`src/rtl/uart_pkg.sv`:
```
// Shared types and constants for the multi-byte UART transmitter.
package uart_pkg;

  typedef enum logic [2:0] {
    ST_IDLE   = 3'd0,
    ST_START  = 3'd1,
    ST_DATA   = 3'd2,
    ST_PARITY = 3'd3,
    ST_STOP   = 3'd4,
    ST_GAP    = 3'd5
  } state_e;

  localparam logic TX_IDLE  = 1'b1;
  localparam logic TX_START = 1'b0;

  // Bit periods occupied by one framed byte: start + 8 data + parity + stop.
  function automatic int unsigned frame_bits(input int unsigned parity_en,
                                             input int unsigned stop_bits);
    return 32'd9 + parity_en + stop_bits;
  endfunction

endpackage

```
`src/rtl/uart_byte_shifter.sv`:
```
// One-byte LSB-first shifter with a 3-bit bit counter and running parity.
module uart_byte_shifter
  import uart_pkg::*;
(
  input  logic       clk,
  input  logic       rst_n,
  input  logic       load,
  input  logic [7:0] load_byte,
  input  logic       shift,
  input  logic       count,
  output logic       bit_out,
  output logic       last_bit,
  output logic       parity
);

  logic [7:0] shreg_q, shreg_d;
  logic [2:0] cnt_q, cnt_d;
  logic       par_q, par_d;

  // Load restarts the byte; each shift folds the outgoing bit into the parity.
  always_comb begin
    shreg_d = shreg_q;
    cnt_d   = cnt_q;
    par_d   = par_q;
    if (load) begin
      shreg_d = load_byte;
      cnt_d   = 3'd0;
      par_d   = 1'b0;
    end else begin
      if (shift) begin
        shreg_d = {1'b0, shreg_q[7:1]};
        par_d   = par_q ^ shreg_q[0];
      end else begin
        shreg_d = shreg_q;
        par_d   = par_q;
      end
      if (count && (cnt_q != 3'd7)) begin
        cnt_d = cnt_q + 3'd1;
      end else begin
        cnt_d = cnt_q;
      end
    end
  end

  // Shifter state registers.
  always_ff @(posedge clk or negedge rst_n) begin
    if (!rst_n) begin
      shreg_q <= 8'h00;
      cnt_q   <= 3'd0;
      par_q   <= 1'b0;
    end else begin
      shreg_q <= shreg_d;
      cnt_q   <= cnt_d;
      par_q   <= par_d;
    end
  end

  assign bit_out  = shreg_q[0];
  assign last_bit = (cnt_q == 3'd7);
  assign parity   = par_q;

endmodule

```
`src/rtl/uart_tx_frame.sv`:
```
// Multi-byte UART transmitter: framing FSM, byte index, inter-byte gap and
// start/busy/done handshake around a single-byte shifter.
module uart_tx_frame
  import uart_pkg::*;
#(
  parameter int unsigned NUM_BYTES  = 2,
  parameter int unsigned GAP_CYCLES = 4,
  parameter int unsigned PARITY_EN  = 0,
  parameter int unsigned PARITY_ODD = 0,
  parameter int unsigned STOP_BITS  = 1
) (
  input  logic                   clk_9k6hz,
  input  logic                   rst_n,
  input  logic                   start,
  input  logic [NUM_BYTES*8-1:0] data,
  output logic                   tx,
  output logic                   busy,
  output logic                   done
);

  localparam int unsigned IDX_W     = (NUM_BYTES > 1) ? $clog2(NUM_BYTES) : 1;
  localparam int unsigned FRAME_LEN = frame_bits(PARITY_EN, STOP_BITS);
  localparam logic [IDX_W-1:0] LAST_IDX = IDX_W'(NUM_BYTES - 1);
  localparam logic [3:0] GAP_LOAD = (GAP_CYCLES > 0) ? 4'(GAP_CYCLES - 1) : 4'd0;
  localparam logic       STOP_LAST = (STOP_BITS == 2) ? 1'b1 : 1'b0;
  localparam logic       PAR_ODD   = (PARITY_ODD != 0) ? 1'b1 : 1'b0;

  if ((NUM_BYTES < 1) || (NUM_BYTES > 8) || (GAP_CYCLES > 15) || (PARITY_EN > 1) ||
      (PARITY_ODD > 1) || (STOP_BITS < 1) || (STOP_BITS > 2) ||
      (FRAME_LEN < 10) || (FRAME_LEN > 12)) begin : g_bad_cfg
    $error("uart_tx_frame: parameter out of range");
  end

  state_e                 state_q, state_d;
  logic [NUM_BYTES*8-1:0] data_q, data_d;
  logic [IDX_W-1:0]       byte_idx_q, byte_idx_d;
  logic [3:0]             gap_q, gap_d;
  logic                   stop_q, stop_d;
  logic                   tx_q, tx_d;
  logic                   busy_q, busy_d;
  logic                   done_q, done_d;

  logic [IDX_W-1:0] next_idx_s;
  logic [7:0]       next_byte_s;
  logic             sh_load_s, sh_shift_s, sh_count_s;
  logic [7:0]       sh_byte_s;
  logic             sh_bit_s, sh_last_s, sh_par_s;

  // Byte that follows the current one in the latched word.
  always_comb begin
    next_idx_s  = byte_idx_q + 1'b1;
    next_byte_s = 8'h00;
    for (int k = 0; k < int'(NUM_BYTES); k++) begin
      next_byte_s = (IDX_W'(k) == next_idx_s) ? data_q[8*k +: 8] : next_byte_s;
    end
  end

  // Frame sequencing: next state, next outputs and shifter controls.
  always_comb begin
    state_d    = state_q;
    data_d     = data_q;
    byte_idx_d = byte_idx_q;
    gap_d      = gap_q;
    stop_d     = stop_q;
    tx_d       = tx_q;
    busy_d     = busy_q;
    done_d     = 1'b0;
    sh_load_s  = 1'b0;
    sh_shift_s = 1'b0;
    sh_count_s = 1'b0;
    sh_byte_s  = next_byte_s;

    case (state_q)
      ST_IDLE: begin
        tx_d   = TX_IDLE;
        busy_d = 1'b0;
        if (start) begin
          data_d     = data;
          byte_idx_d = '0;
          sh_load_s  = 1'b1;
          sh_byte_s  = data[7:0];
          tx_d       = TX_START;
          busy_d     = 1'b1;
          state_d    = ST_START;
        end else begin
          state_d = ST_IDLE;
        end
      end
      ST_START: begin
        tx_d       = sh_bit_s;
        sh_shift_s = 1'b1;
        state_d    = ST_DATA;
      end
      ST_DATA: begin
        if (sh_last_s) begin
          if (PARITY_EN != 0) begin
            tx_d    = sh_par_s ^ PAR_ODD;
            state_d = ST_PARITY;
          end else begin
            tx_d    = TX_IDLE;
            stop_d  = 1'b0;
            state_d = ST_STOP;
          end
        end else begin
          tx_d       = sh_bit_s;
          sh_shift_s = 1'b1;
          sh_count_s = 1'b1;
        end
      end
      ST_PARITY: begin
        tx_d    = TX_IDLE;
        stop_d  = 1'b0;
        state_d = ST_STOP;
      end
      ST_STOP: begin
        if (stop_q == STOP_LAST) begin
          if (byte_idx_q == LAST_IDX) begin
            tx_d    = TX_IDLE;
            busy_d  = 1'b0;
            done_d  = 1'b1;
            state_d = ST_IDLE;
          end else begin
            byte_idx_d = next_idx_s;
            if (GAP_CYCLES > 0) begin
              tx_d    = TX_IDLE;
              gap_d   = GAP_LOAD;
              state_d = ST_GAP;
            end else begin
              tx_d      = TX_START;
              sh_load_s = 1'b1;
              state_d   = ST_START;
            end
          end
        end else begin
          tx_d   = TX_IDLE;
          stop_d = 1'b1;
        end
      end
      ST_GAP: begin
        if (gap_q == 4'd0) begin
          tx_d      = TX_START;
          sh_load_s = 1'b1;
          sh_byte_s = data_q[8*byte_idx_q +: 8];
          state_d   = ST_START;
        end else begin
          tx_d  = TX_IDLE;
          gap_d = gap_q - 4'd1;
        end
      end
      default: begin
        tx_d    = TX_IDLE;
        busy_d  = 1'b0;
        state_d = ST_IDLE;
      end
    endcase
  end

  // Control and output registers; reset aborts any frame with the line idle.
  always_ff @(posedge clk_9k6hz or negedge rst_n) begin
    if (!rst_n) begin
      state_q    <= ST_IDLE;
      data_q     <= '0;
      byte_idx_q <= '0;
      gap_q      <= 4'd0;
      stop_q     <= 1'b0;
      tx_q       <= TX_IDLE;
      busy_q     <= 1'b0;
      done_q     <= 1'b0;
    end else begin
      state_q    <= state_d;
      data_q     <= data_d;
      byte_idx_q <= byte_idx_d;
      gap_q      <= gap_d;
      stop_q     <= stop_d;
      tx_q       <= tx_d;
      busy_q     <= busy_d;
      done_q     <= done_d;
    end
  end

  uart_byte_shifter u_shifter (
    .clk       (clk_9k6hz),
    .rst_n     (rst_n),
    .load      (sh_load_s),
    .load_byte (sh_byte_s),
    .shift     (sh_shift_s),
    .count     (sh_count_s),
    .bit_out   (sh_bit_s),
    .last_bit  (sh_last_s),
    .parity    (sh_par_s)
  );

  assign tx   = tx_q;
  assign busy = busy_q;
  assign done = done_q;

endmodule

```
`config.mk`:
```
export PLATFORM = sky130hd
export DESIGN_NAME = uart_tx_frame
export DESIGN_NICKNAME = d
export VERILOG_FILES = /design/src/rtl/uart_pkg.sv /design/src/rtl/uart_byte_shifter.sv /design/src/rtl/uart_tx_frame.sv
export SDC_FILE = /design/constraint.sdc
export NUM_CORES = 1
export LEC_CHECK = 0
export ABC_CLOCK_PERIOD_IN_PS = 2400
export CAP_MARGIN = 15
export CORE_MARGIN = 3
export CORE_UTILIZATION = 45
export CTS_CLUSTER_SIZE = 8
export DETAILED_ROUTE_END_ITERATION = 10
export PLACE_DENSITY = 0.67
export SYNTH_ARGS = -nofsm -noshare
export SYNTH_HDL_FRONTEND = slang
export SYNTH_SLANG_ARGS = --single-unit
```
`constraint.sdc`:
```
create_clock -name clk_9k6hz -period 2.4 [get_ports clk_9k6hz]
set_clock_uncertainty 0.05 [all_clocks]
set_input_delay 0.6 -clock clk_9k6hz [delete_from_list [all_inputs] [get_ports clk_9k6hz]]
set_output_delay 0.6 -clock clk_9k6hz [all_outputs]
set_load 0.02 [all_outputs]
```
## Yosys cells after proc, flatten, opt, wreduce, memory -nomap -nowiden

Cells that the tools add are included.

- Register bits after elaboration: 39
- Input bits: 19
- Output and inout bits: 3
- Logic and storage cells: 85

- Add/sub/neg operators: 3
- Eq/ne operators: 14
- Shift operators: 1
- Mux-type cells: 41
- Bitwise logic cells: 1
- Reduce and logical (&&, ||, !) cells: 15

Operator list:

| operator | number |
|---|---|
| $mux W8 | 5 |
| $mux W1 | 18 |
| $mux W3 | 6 |
| $pmux W3 S6 | 1 |
| $pmux W8 S2 | 1 |
| $shiftx A16 B5 Y8 | 1 |
| $ne A2 B2 Y1 const B | 7 |
| $mux W4 | 3 |
| $eq A3 B3 Y1 const B | 3 |
| $reduce_and A3 Y1 | 3 |
| $pmux W4 S2 | 1 |
| $reduce_bool A2 Y1 | 4 |
| $eq A3 B2 Y1 const B | 2 |
| $pmux W1 S2 | 3 |
| $pmux W1 S3 | 2 |
| $logic_not A4 Y1 | 1 |
| $pmux W1 S4 | 1 |
| $reduce_and A2 Y1 | 2 |
| $reduce_and A4 Y1 | 1 |
| $reduce_or A4 Y1 | 1 |
| $sub A4 B1 Y4 const B | 1 |
| $add A3 B1 Y3 const B | 1 |
| $eq A3 B1 Y1 const B | 1 |
| $logic_not A3 Y1 | 1 |
| 5 further kinds | 5 |

## Logic depth before layout (Yosys ltp)

Gate-level depths: netlist (run 1).

- Word-level depth: 6
- Gate-level depth with buffers: 7

## Cells and area by module

A second synthesis (run 1) with hierarchy kept.

- Cell total of the unflattened synthesis: 213
- Area total of the unflattened synthesis: 2087.0 µm²

Modules (own cells, without submodules):

| module | times used | cells each | area an instance (µm²) |
|---|---|---|---|
| uart_tx_frame | 1 | 163 | 1521.5 |
| uart_byte_shifter | 1 | 50 | 565.5 |

## Worst setup path before layout (run 1)

No wires, ideal clock.

- Path kind: reg-to-reg
- Start: reg u_shifter.cnt_q[0]
- End: reg u_shifter.shreg_q[0]
- Setup time: 126 ps
- Arrival time: 1714 ps
- Path slack: 510 ps
- Cell stages (with the launch flop): 8
- Buffers on the path: 1
- Clock period less this slack: 1890 ps
- Cell sequence: dfrtp_1 ha_1 ha_1 nor4b_4 or2_1 buf_6 nor2_4 a221o_1

- Word-level cells in the longest chain between the ends: 4

RTL lines:

| what | line | source |
|---|---|---|
| start: declaration | uart_byte_shifter.sv:17 | `logic [2:0] cnt_q, cnt_d;` |
| start signal: assignment | uart_byte_shifter.sv:53 | `cnt_q <= cnt_d;` |
| $eq A3 B3 Y1 | uart_byte_shifter.sv:59 | `assign last_bit = (cnt_q == 3'd7);` |
| $mux W1 | uart_tx_frame.sv:95 | `if (sh_last_s) begin` |
| $pmux W1 S2 | uart_tx_frame.sv:73 | `case (state_q)` |
| $reduce_bool A2 Y1 (no source line) | - |  |
| end signal: assignment | uart_byte_shifter.sv:52 | `shreg_q <= shreg_d;` |
| end: declaration | uart_byte_shifter.sv:16 | `logic [7:0] shreg_q, shreg_d;` |

Every way passes these cells.
A chain may end at the register's enable or synchronous reset.

## Worst setup path in the final report (run 1)

- Start: reg tx_q (netlist: tx)
- End: out tx

RTL lines:

| what | line | source |
|---|---|---|
| start: declaration | uart_tx_frame.sv:39 | `logic tx_q, tx_d;` |
| start signal: assignment | uart_tx_frame.sv:175 | `tx_q <= tx_d;` |
| end: declaration | uart_tx_frame.sv:16 | `output logic tx,` |

No word-level cell between the ends.

==> implementation parameters, run 1 <==
Parameter                              Value

Floorplan
  Number of standard-cell rows in the floorplan    22
  I/O Pins    22
  Die boundary height    68.9 um
  Starting density of the core    0.475
  Overall die area    4740 um2
  Floorplan Core Area    3740 um2
  Die width    68.9 um

Worst setup path
  Worst path max stage delay    590 ps
  Worst Setup Path Type    reg2out
  Nature of the critical path endpoint    output port
  Crit Path Max Fanout    1
  Worst reg-to-reg setup slack    420 ps
  Critical Path RT    1750 ps
  Cells traversed along the worst timing path    clkdlybuf4s50_1
  Cell with the largest stage delay on the worst path    sky130_fd_sc_hd__clkdlybuf4s50_1
  Critical path startpoint category    flip-flop
  Cell family contributing the most delay on the critical path    buffers and inverters
  Count of buffering cells on the critical path with inverters included    1
  Beginning of the worst register-to-register path    gap_q[0]$_DFFE_PN0P_
  FF-to-FF End    gap_q[1]$_DFFE_PN0P_
  Signal arrival time at the worst endpoint    1390 ps
  Number of cell instances on the worst register-to-register path    6

Pwr
  Reported leakage power    0.996 nW
  Ratio of total power to cell area    1220 nW/um2
  Worst-case vdd ir drop    0.000527 V

Layout
  Fillers    353
  Cell area after layout    2100 um2
  Antenna diodes    0
  Ratio of cells with drive above 1 in the final layout    0.0804
  Final core area utilization    0.561
  Filler-free cell count of the finished design    247
  Layout area overhead    18.2%
  Final net count    221

Yosys
  Number of enable flip-flop cells after synthesis    0
  Number of synthesized register bits    38
  Fraction of synthesized area in multiplexers    0.0690
  Xor/xnor share of the synthesized area    0.0148
  Mean instance size in the synthesized netlist    10.1 um2
  Largest family of logic cells by synthesized area    simple AND/OR/NAND/NOR gates
  Post-Synthesis Cell Area    1780 um2
  Library cell with the largest summed area after synthesis    sky130_fd_sc_hd__dfrtp_1
  Sequential-to-total area share from yosys stat    0.536
  Post-Synth Simple-Gate Area    0.211
  Flip-flop cell with the highest count after synthesis    sky130_fd_sc_hd__dfrtp_1
  Number of warnings issued by yosys    0
  Share of flip-flops with an asynchronous set or reset    1.00
  Dominant cells by area after synthesis    sky130_fd_sc_hd__dfrtp_1, sky130_fd_sc_hd__nand2_1, sky130_fd_sc_hd__mux2i_1
  Distinct cell type count after synthesis    35
  Synthesized-area fraction occupied by adder cells    0.0211
  Most common cell in the netlist    sky130_fd_sc_hd__nand2_1
  Synth top cells by count    sky130_fd_sc_hd__nand2_1, sky130_fd_sc_hd__dfrtp_1, sky130_fd_sc_hd__nor2_1
  Synthesized netlist cell count    176
  Compound-cell area share of the yosys netlist    0.108
  Post-synth net total    198
  Yosys top cell area share    0.521

Worst hold path
  Hold Crit Class    reg2reg
  Cells on Worst Hold Path    2
  Worst min-delay path startpoint    data_q[6]$_DFFE_PN0P_
  Terminating pin of the worst hold path    data_q[6]$_DFFE_PN0P_

CTS
  Number of buffers inserted to repair setup after CTS    0
  Number of H-tree branching levels    2
  Number of buffers between clock root and the deepest sink    2
  Post-CTS clock slew at the launch and capture registers of the worst setup and hold paths    70 ps
  Cts bufs inserted    5
  Post-CTS resize count    0
  Clock insertion delay at the later pin of the skew report    290 ps
  Root cell of the clock tree    sky130_fd_sc_hd__clkbuf_8
  Clock tree from TritonCTS    yes
  Hold bufs inserted after CTS    0
  Total number of clock tree sinks    38

GRT
  Total grt overflow    0
  Maximum number of pins on one net before global-route repair    39
  Number of global-route vias before repair    1,323
  Overall track demand over capacity in global routing    0.180
  First-pass GRT wire length    6130 um
  Initial antenna violation count    0

Place
  Port bufs    21
  Hpwl dp    2390 um
  Post-place instance area    2030 um2
  GP Congestion    0.754
  Placed insts    240

Run status
  Result of the run    finished clean

STA
  Total of endpoints with negative setup slack in the final report    0
  Hold Worst Slack    425 ps
  Fin Setup TNS    0 ps
  Max-slew headroom    0.591
  Worst Max-Slew Pin Slew    614 ps
  RSZ-0062 raised after global routing    no
  Max frequency    0.490 GHz
  Ratio of final minimum period to clock period    0.850
  Post-layout min period    2040 ps
  Final number of max-transition violations    0
  Hold Vio Cnt, Final    0

Routing
  Total wire length after detailed routing    3460 um
  DRT antenna net count    0
  Number of detailed-route iterations in the first pass    4
  DR vias    1,306
  Routed via count divided by cell count    5.29
  Number of DRC violations after detailed-routing iteration 0    109
  WL per Instance    14.0 um
  DRC violations left    0

Run
  Maxcap violations    0
-- registers in the layout, summed over array words and instances, names as in the netlist --
signal,count
data_q,16
u_shifter.shreg_q,8
gap_q,4
state_q,3
u_shifter.cnt_q,3
busy,1
byte_idx_q,1
done,1
tx,1
-- power breakdown --
group	switching (mW)	internal, mW	total, mW
logic	0.478	0.477	0.955
registers	0.267	0.942	1.21
clock network	0.208	0.200	0.408
total	0.953	1.62	2.57
-- worst max-delay path by stage --
stage / from / end / cells past startpoint
floorplan: u_shifter.cnt_q[0]$_DFFE_PN0P_ / u_shifter.shreg_q[0]$_DFFE_PN0P_ / 7
global placement: start / data_q[2]$_DFFE_PN0P_ / 6
detailed placement: start / u_shifter.shreg_q[3]$_DFFE_PN0P_ / 5
CTS: tx$_DFF_PN1_ / tx / 1
global route: gap_q[0]$_DFFE_PN0P_ / gap_q[1]$_DFFE_PN0P_ / 6
finish: tx$_DFF_PN1_ / tx / 1
-- final cells by class --
cell class | count | area, um2 | share of cell area
repair buffers | 25 | 240 | 0.114
clock buffers | 7 | 76.3 | 0.0363
multi-input cells | 124 | 754 | 0.359
well taps | 48 | 60.1 | 0.0286
flip-flops and latches | 38 | 952 | 0.453
inverters | 5 | 18.8 | 0.00893
-- cell usage in the layout (no fill, tap or decap), types with 2 or more instances in the layout --
master,instances
sky130_fd_sc_hd__nor3b_1,2
sky130_fd_sc_hd__o21ai_0,11
sky130_fd_sc_hd__ha_1,3
sky130_fd_sc_hd__nor2_1,12
sky130_fd_sc_hd__inv_1,5
sky130_fd_sc_hd__clkbuf_1,2
sky130_fd_sc_hd__a21oi_1,4
sky130_fd_sc_hd__nor4b_4,2
sky130_fd_sc_hd__nand3_1,3
sky130_fd_sc_hd__buf_4,4
sky130_fd_sc_hd__clkbuf_8,5
sky130_fd_sc_hd__xor2_1,2
sky130_fd_sc_hd__dfrtp_1,37
sky130_fd_sc_hd__nand2_1,51
sky130_fd_sc_hd__mux2i_1,10
sky130_fd_sc_hd__a221o_1,7
sky130_fd_sc_hd__clkdlybuf4s50_1,21
-- cell families after synthesis --
group                      after synthesis
and+or+nand+nor                         78
DFF                                     38
AOI/OAI and AO/OA                       28
buffers and inverters                   14
muxes                                   12
xor gates and xnor gates                 3
adders and majority gates                3
-- layer usage --
metal | global-route usage | up-vias | share of wire
li1 | - | 636 | -
met1 | 0.214 | 644 | 0.44
met2 | 0.305 | 24 | 0.51
met3 | 0.0600 | 2 | 0.045
met4 | 0.0584 | 0 | 0.0052
met5 | 0 | - | 0
-- worst register-to-register path, stage by stage (launching register included) --
cell,delay (ps)
sky130_fd_sc_hd__dfrtp_1,380
sky130_fd_sc_hd__inv_1,80
sky130_fd_sc_hd__ha_1,240
sky130_fd_sc_hd__or3b_2,500
sky130_fd_sc_hd__nand2_1,160
sky130_fd_sc_hd__o21ai_1,120
sky130_fd_sc_hd__mux2_1,340
-- stage by stage --
step / setup slack [ps] / total power [mW]
global placement: 326 / 2.11
detailed placement: 255 / 2.18
finish: 360 / 2.57
CTS: 346 / 2.60
global route: 301 / 2.79
floorplan: 510 / 1.92
No activity file was read; power rests on OpenSTA's default activity.
==> run 2, diff against run 1 <==
--- a/config.mk
+++ b/config.mk
@@ -5,13 +5,13 @@
 export SDC_FILE = /design/constraint.sdc
 export NUM_CORES = 1
 export LEC_CHECK = 0
-export ABC_CLOCK_PERIOD_IN_PS = 2400
+export ABC_CLOCK_PERIOD_IN_PS = 1650
 export CAP_MARGIN = 15
 export CORE_MARGIN = 3
 export CORE_UTILIZATION = 45
 export CTS_CLUSTER_SIZE = 8
 export DETAILED_ROUTE_END_ITERATION = 10
-export PLACE_DENSITY = 0.67
+export PLACE_DENSITY = 0.69
 export SYNTH_ARGS = -nofsm -noshare
 export SYNTH_HDL_FRONTEND = slang
 export SYNTH_SLANG_ARGS = --single-unit
==> constraint.sdc (replaced) <==
create_clock -name clk_9k6hz -period 1.65 [get_ports clk_9k6hz]
set_clock_uncertainty 0.05 [all_clocks]
set_input_delay 0.4125 -clock clk_9k6hz [delete_from_list [all_inputs] [get_ports clk_9k6hz]]
set_output_delay 0.4125 -clock clk_9k6hz [all_outputs]
set_load 0.02 [all_outputs]
==> run 2 against run 1 <==
Against the previous run: the run now ends with setup timing left; count of clock-buffer cells in the layout shrank 1; sequential share of layout area shrank 6.2 points; clock power grew 140%; non-clock buffer count grew 26; worst setup slack lost 420 ps; wire length grew 12%; via count grew 12%; final cell count grew 11%; sequential power grew 40%; highest routed layer unchanged.
==> implementation parameters, run 2 (synthesized netlist as in run 1, its figures left out) <==
Parameter                              Value

Place
  Post-place instance area    2200 um2 (was 2030 um2)
  Hpwl dp    2620 um (was 2390 um)
  Port bufs    21 (unchanged)
  GP Congestion    0.876 (was 0.754)
  Pre-CTS setup slack    -308 ps (was 255 ps)

STA
  Hold Worst Slack    430 ps (was 425 ps)
  RSZ-0062 raised after global routing    yes (was no)
  Slack of the critical path    -62.8 ps (was 360 ps)
  Hold Vio Cnt, Final    0 (unchanged)
  Post-layout min period    1710 ps
  Total of endpoints with negative setup slack in the final report    8 (was 0)
  Max frequency    0.584 GHz
  Max-slew headroom    0.817 (was 0.591)
  Final number of max-transition violations    0 (unchanged)
  Ratio of final minimum period to clock period    1.04
  Worst Max-Slew Pin Slew    275 ps (was 614 ps)

Floorplan
  Overall die area    4740 um2 (unchanged)
  Die width    68.9 um (unchanged)
  I/O Pins    22 (unchanged)
  Floorplan Core Area    3740 um2 (unchanged)
  Number of standard-cell rows in the floorplan    22 (unchanged)
  Starting density of the core    0.475 (unchanged)
  Die boundary height    68.9 um (unchanged)

Layout
  Max FFs per register    16 (unchanged)
  Final net count    247 (was 221)
  Most frequent standard cell in the layout excluding fill and tap cells    sky130_fd_sc_hd__nand2_1 (unchanged)
  Most frequent cells in the layout    sky130_fd_sc_hd__nand2_1, sky130_fd_sc_hd__dfrtp_1, sky130_fd_sc_hd__buf_4 (was sky130_fd_sc_hd__nand2_1, sky130_fd_sc_hd__dfrtp_1, sky130_fd_sc_hd__clkdlybuf4s50_1)
  Top Registers    data_q: 16 flops, u_shifter.shreg_q: 8 flops, gap_q: 4 flops (unchanged)
  Layout area overhead    37.0% (was 18.2%)
  Ratio of cells with drive above 1 in the final layout    0.252 (was 0.0804)
  Reg with most FFs    data_q (unchanged)
  Cell area after layout    2440 um2 (was 2100 um2)
  Antenna diodes    0 (unchanged)

Worst hold path
  Hold Crit Class    reg2reg (unchanged)
  Cells on Worst Hold Path    2 (unchanged)

Worst setup path
  Cell family contributing the most delay on the critical path    simple AND/OR/NAND/NOR gates (was buffers and inverters)
  Signal arrival time at the worst endpoint    1820 ps (was 1390 ps)
  Cells traversed along the worst timing path    ha_2 -> ha_4 -> nor4b_4 -> or2_4 -> nor2_4 -> a221o_1 (was clkdlybuf4s50_1)
  Worst path max stage delay    390 ps (was 590 ps)
  Number of cell instances on the worst register-to-register path    6 (unchanged)
  Total number of cells along the worst setup path    6 (was 1)
  Critical Path RT    1760 ps (was 1750 ps)
  Critical path startpoint category    flip-flop (unchanged)
  Crit Path Max Fanout    8 (was 1)
  Nature of the critical path endpoint    flip-flop (was output port)
  Cell with the largest stage delay on the worst path    sky130_fd_sc_hd__dfrtp_1 (was sky130_fd_sc_hd__clkdlybuf4s50_1)
  Count of buffering cells on the critical path with inverters included    0 (was 1)
  Worst Setup Path Type    reg2reg (was reg2out)

CTS
  Hold bufs inserted after CTS    0 (unchanged)
  Total number of clock tree sinks    38 (unchanged)
  Clock insertion delay at the later pin of the skew report    290 ps (about the same)
  Post-CTS clock slew at the launch and capture registers of the worst setup and hold paths    70 ps (about the same)
  Number of buffers between clock root and the deepest sink    2 (unchanged)
  Cts bufs inserted    5 (unchanged)
  Root cell of the clock tree    sky130_fd_sc_hd__clkbuf_8 (unchanged)
  Number of H-tree branching levels    2 (unchanged)
  Clock tree from TritonCTS    yes (unchanged)

Pwr
  Register share of total power    0.372 (was 0.470)
  Reported leakage power    1.17 nW (was 0.996 nW)
  Cell Int Power    2.99 mW (was 1.62 mW)
  Worst-case vdd ir drop    0.000888 V (was 0.000527 V)
  Ratio of total power to cell area    1860 nW/um2 (was 1220 nW/um2)
  Net switching fraction of the power    0.340 (was 0.371)
  Net switching power figure    1.54 mW (was 953 uW)
  Clock Power Share    0.214 (was 0.159)
  Part of the power in combinational logic    0.414 (was 0.371)

Routing
  DRT antenna net count    0 (unchanged)
  Top Layer Used    met4 (unchanged)
  WL per Instance    14.2 um (was 14.0 um)
  Total wire length after detailed routing    3880 um (was 3460 um)
  DR WL met2    1950 um (was 1760 um)
  Number of DRC violations after detailed-routing iteration 0    35 (was 109)
  Routed via count divided by cell count    5.32 (was 5.29)
  Length of routed wiring on met1    1710 um (was 1530 um)
  Number of detailed-route iterations in the first pass    6 (was 4)
  Detailed-routed wire length on met3    158 um (was 156 um)
  DRC violations left    0 (unchanged)
  DR vias    1,457 (was 1,306)

GRT
  Overall track demand over capacity in global routing    0.181 (was 0.180)
  Total grt overflow    0 (unchanged)
  Initial antenna violation count    0 (unchanged)
  Maximum number of pins on one net before global-route repair    39 (unchanged)
  First-pass GRT wire length    6330 um (was 6130 um)
  Number of global-route vias before repair    1,384 (was 1,323)

Run
  Maxcap violations    0 (unchanged)

Run status
  Failing checks    setup timing
  Result of the run    finished with violations (was finished clean)
[run 2: cell types whose count changed in the layout (fill, tap and decap cells not counted), moves of 2 or more]
cell,delta
sky130_fd_sc_hd__buf_4,+24
sky130_fd_sc_hd__bufinv_16,+2
sky130_fd_sc_hd__clkbuf_1,-2
sky130_fd_sc_hd__clkdlybuf4s50_1,-3
sky130_fd_sc_hd__dlygate4sd2_1,+3
sky130_fd_sc_hd__ha_1,-3
sky130_fd_sc_hd__ha_4,+2
[run 2: worst paths after layout]
path	from	to	slack, ps
worst max-delay path	u_shifter.cnt_q[1]$_DFFE_PN0P_	u_shifter.shreg_q[6]$_DFFE_PN0P_	-60
worst min-delay path	data_q[15]$_DFFE_PN0P_	data_q[15]$_DFFE_PN0P_	430
worst max register to register	u_shifter.cnt_q[1]$_DFFE_PN0P_	u_shifter.shreg_q[6]$_DFFE_PN0P_	-60
worst min register to register	data_q[15]$_DFFE_PN0P_	data_q[15]$_DFFE_PN0P_	430
max in group asynchronous	rst_n	tx$_DFF_PN1_	860
min in group asynchronous	rst_n	data_q[0]$_DFFE_PN0P_	450
[run 2: tightest hold or removal path: stages, from the launching register on]
cell                      delay (ps)
sky130_fd_sc_hd__dfrtp_1         340
sky130_fd_sc_hd__nand2_1          50
sky130_fd_sc_hd__nand2_1          60
[run 2: repair_timing]
action	CTS	global route
resized for setup	13	5
endpoints found under the setup margin	12	14
pin swaps	5	4
setup buffers	4	3
[run 2: layout make-up]
cell class	count	area, um2
clock buffer	6	82.6
fill	294	1310
inverter	5	18.8
clock inverter	2	60.1
timing repair buffer	51	448
sequential	38	953
multi-input combinational	124	813
tap	48	60.1
[run 2: stage by stage]
step	cells	TNS (ps)	power [mW]	util
4_1_cts	271	-120	4.49	0.639
5_1_grt	274	-958	4.84	0.651
6_report	274	-171	4.53	0.651
3_5_place_dp	259	-5710	3.41	0.587
2_1_floorplan	176	-1810	2.81	-
3_3_place_gp	259	-4360	3.29	0.587
[run 2: power by group through the flow]
| stage | clock network (mW) | registers, mW | logic (mW) |
|---|---|---|---|
| 3_5_place_dp | 0 | 1.68 | 1.73 |
| 3_3_place_gp | 0 | 1.65 | 1.63 |
| 6_report | 0.971 | 1.69 | 1.88 |
| 5_1_grt | 1.02 | 1.73 | 2.08 |
| 2_1_floorplan | 0 | 1.62 | 1.19 |
| 4_1_cts | 0.980 | 1.68 | 1.83 |
[run 2: per-layer routing]
metal	global-route usage	vias up
met2	0.295	29
met4	0.0633	0
met3	0.0470	8
met5	0	-
li1	-	696
met1	0.233	724
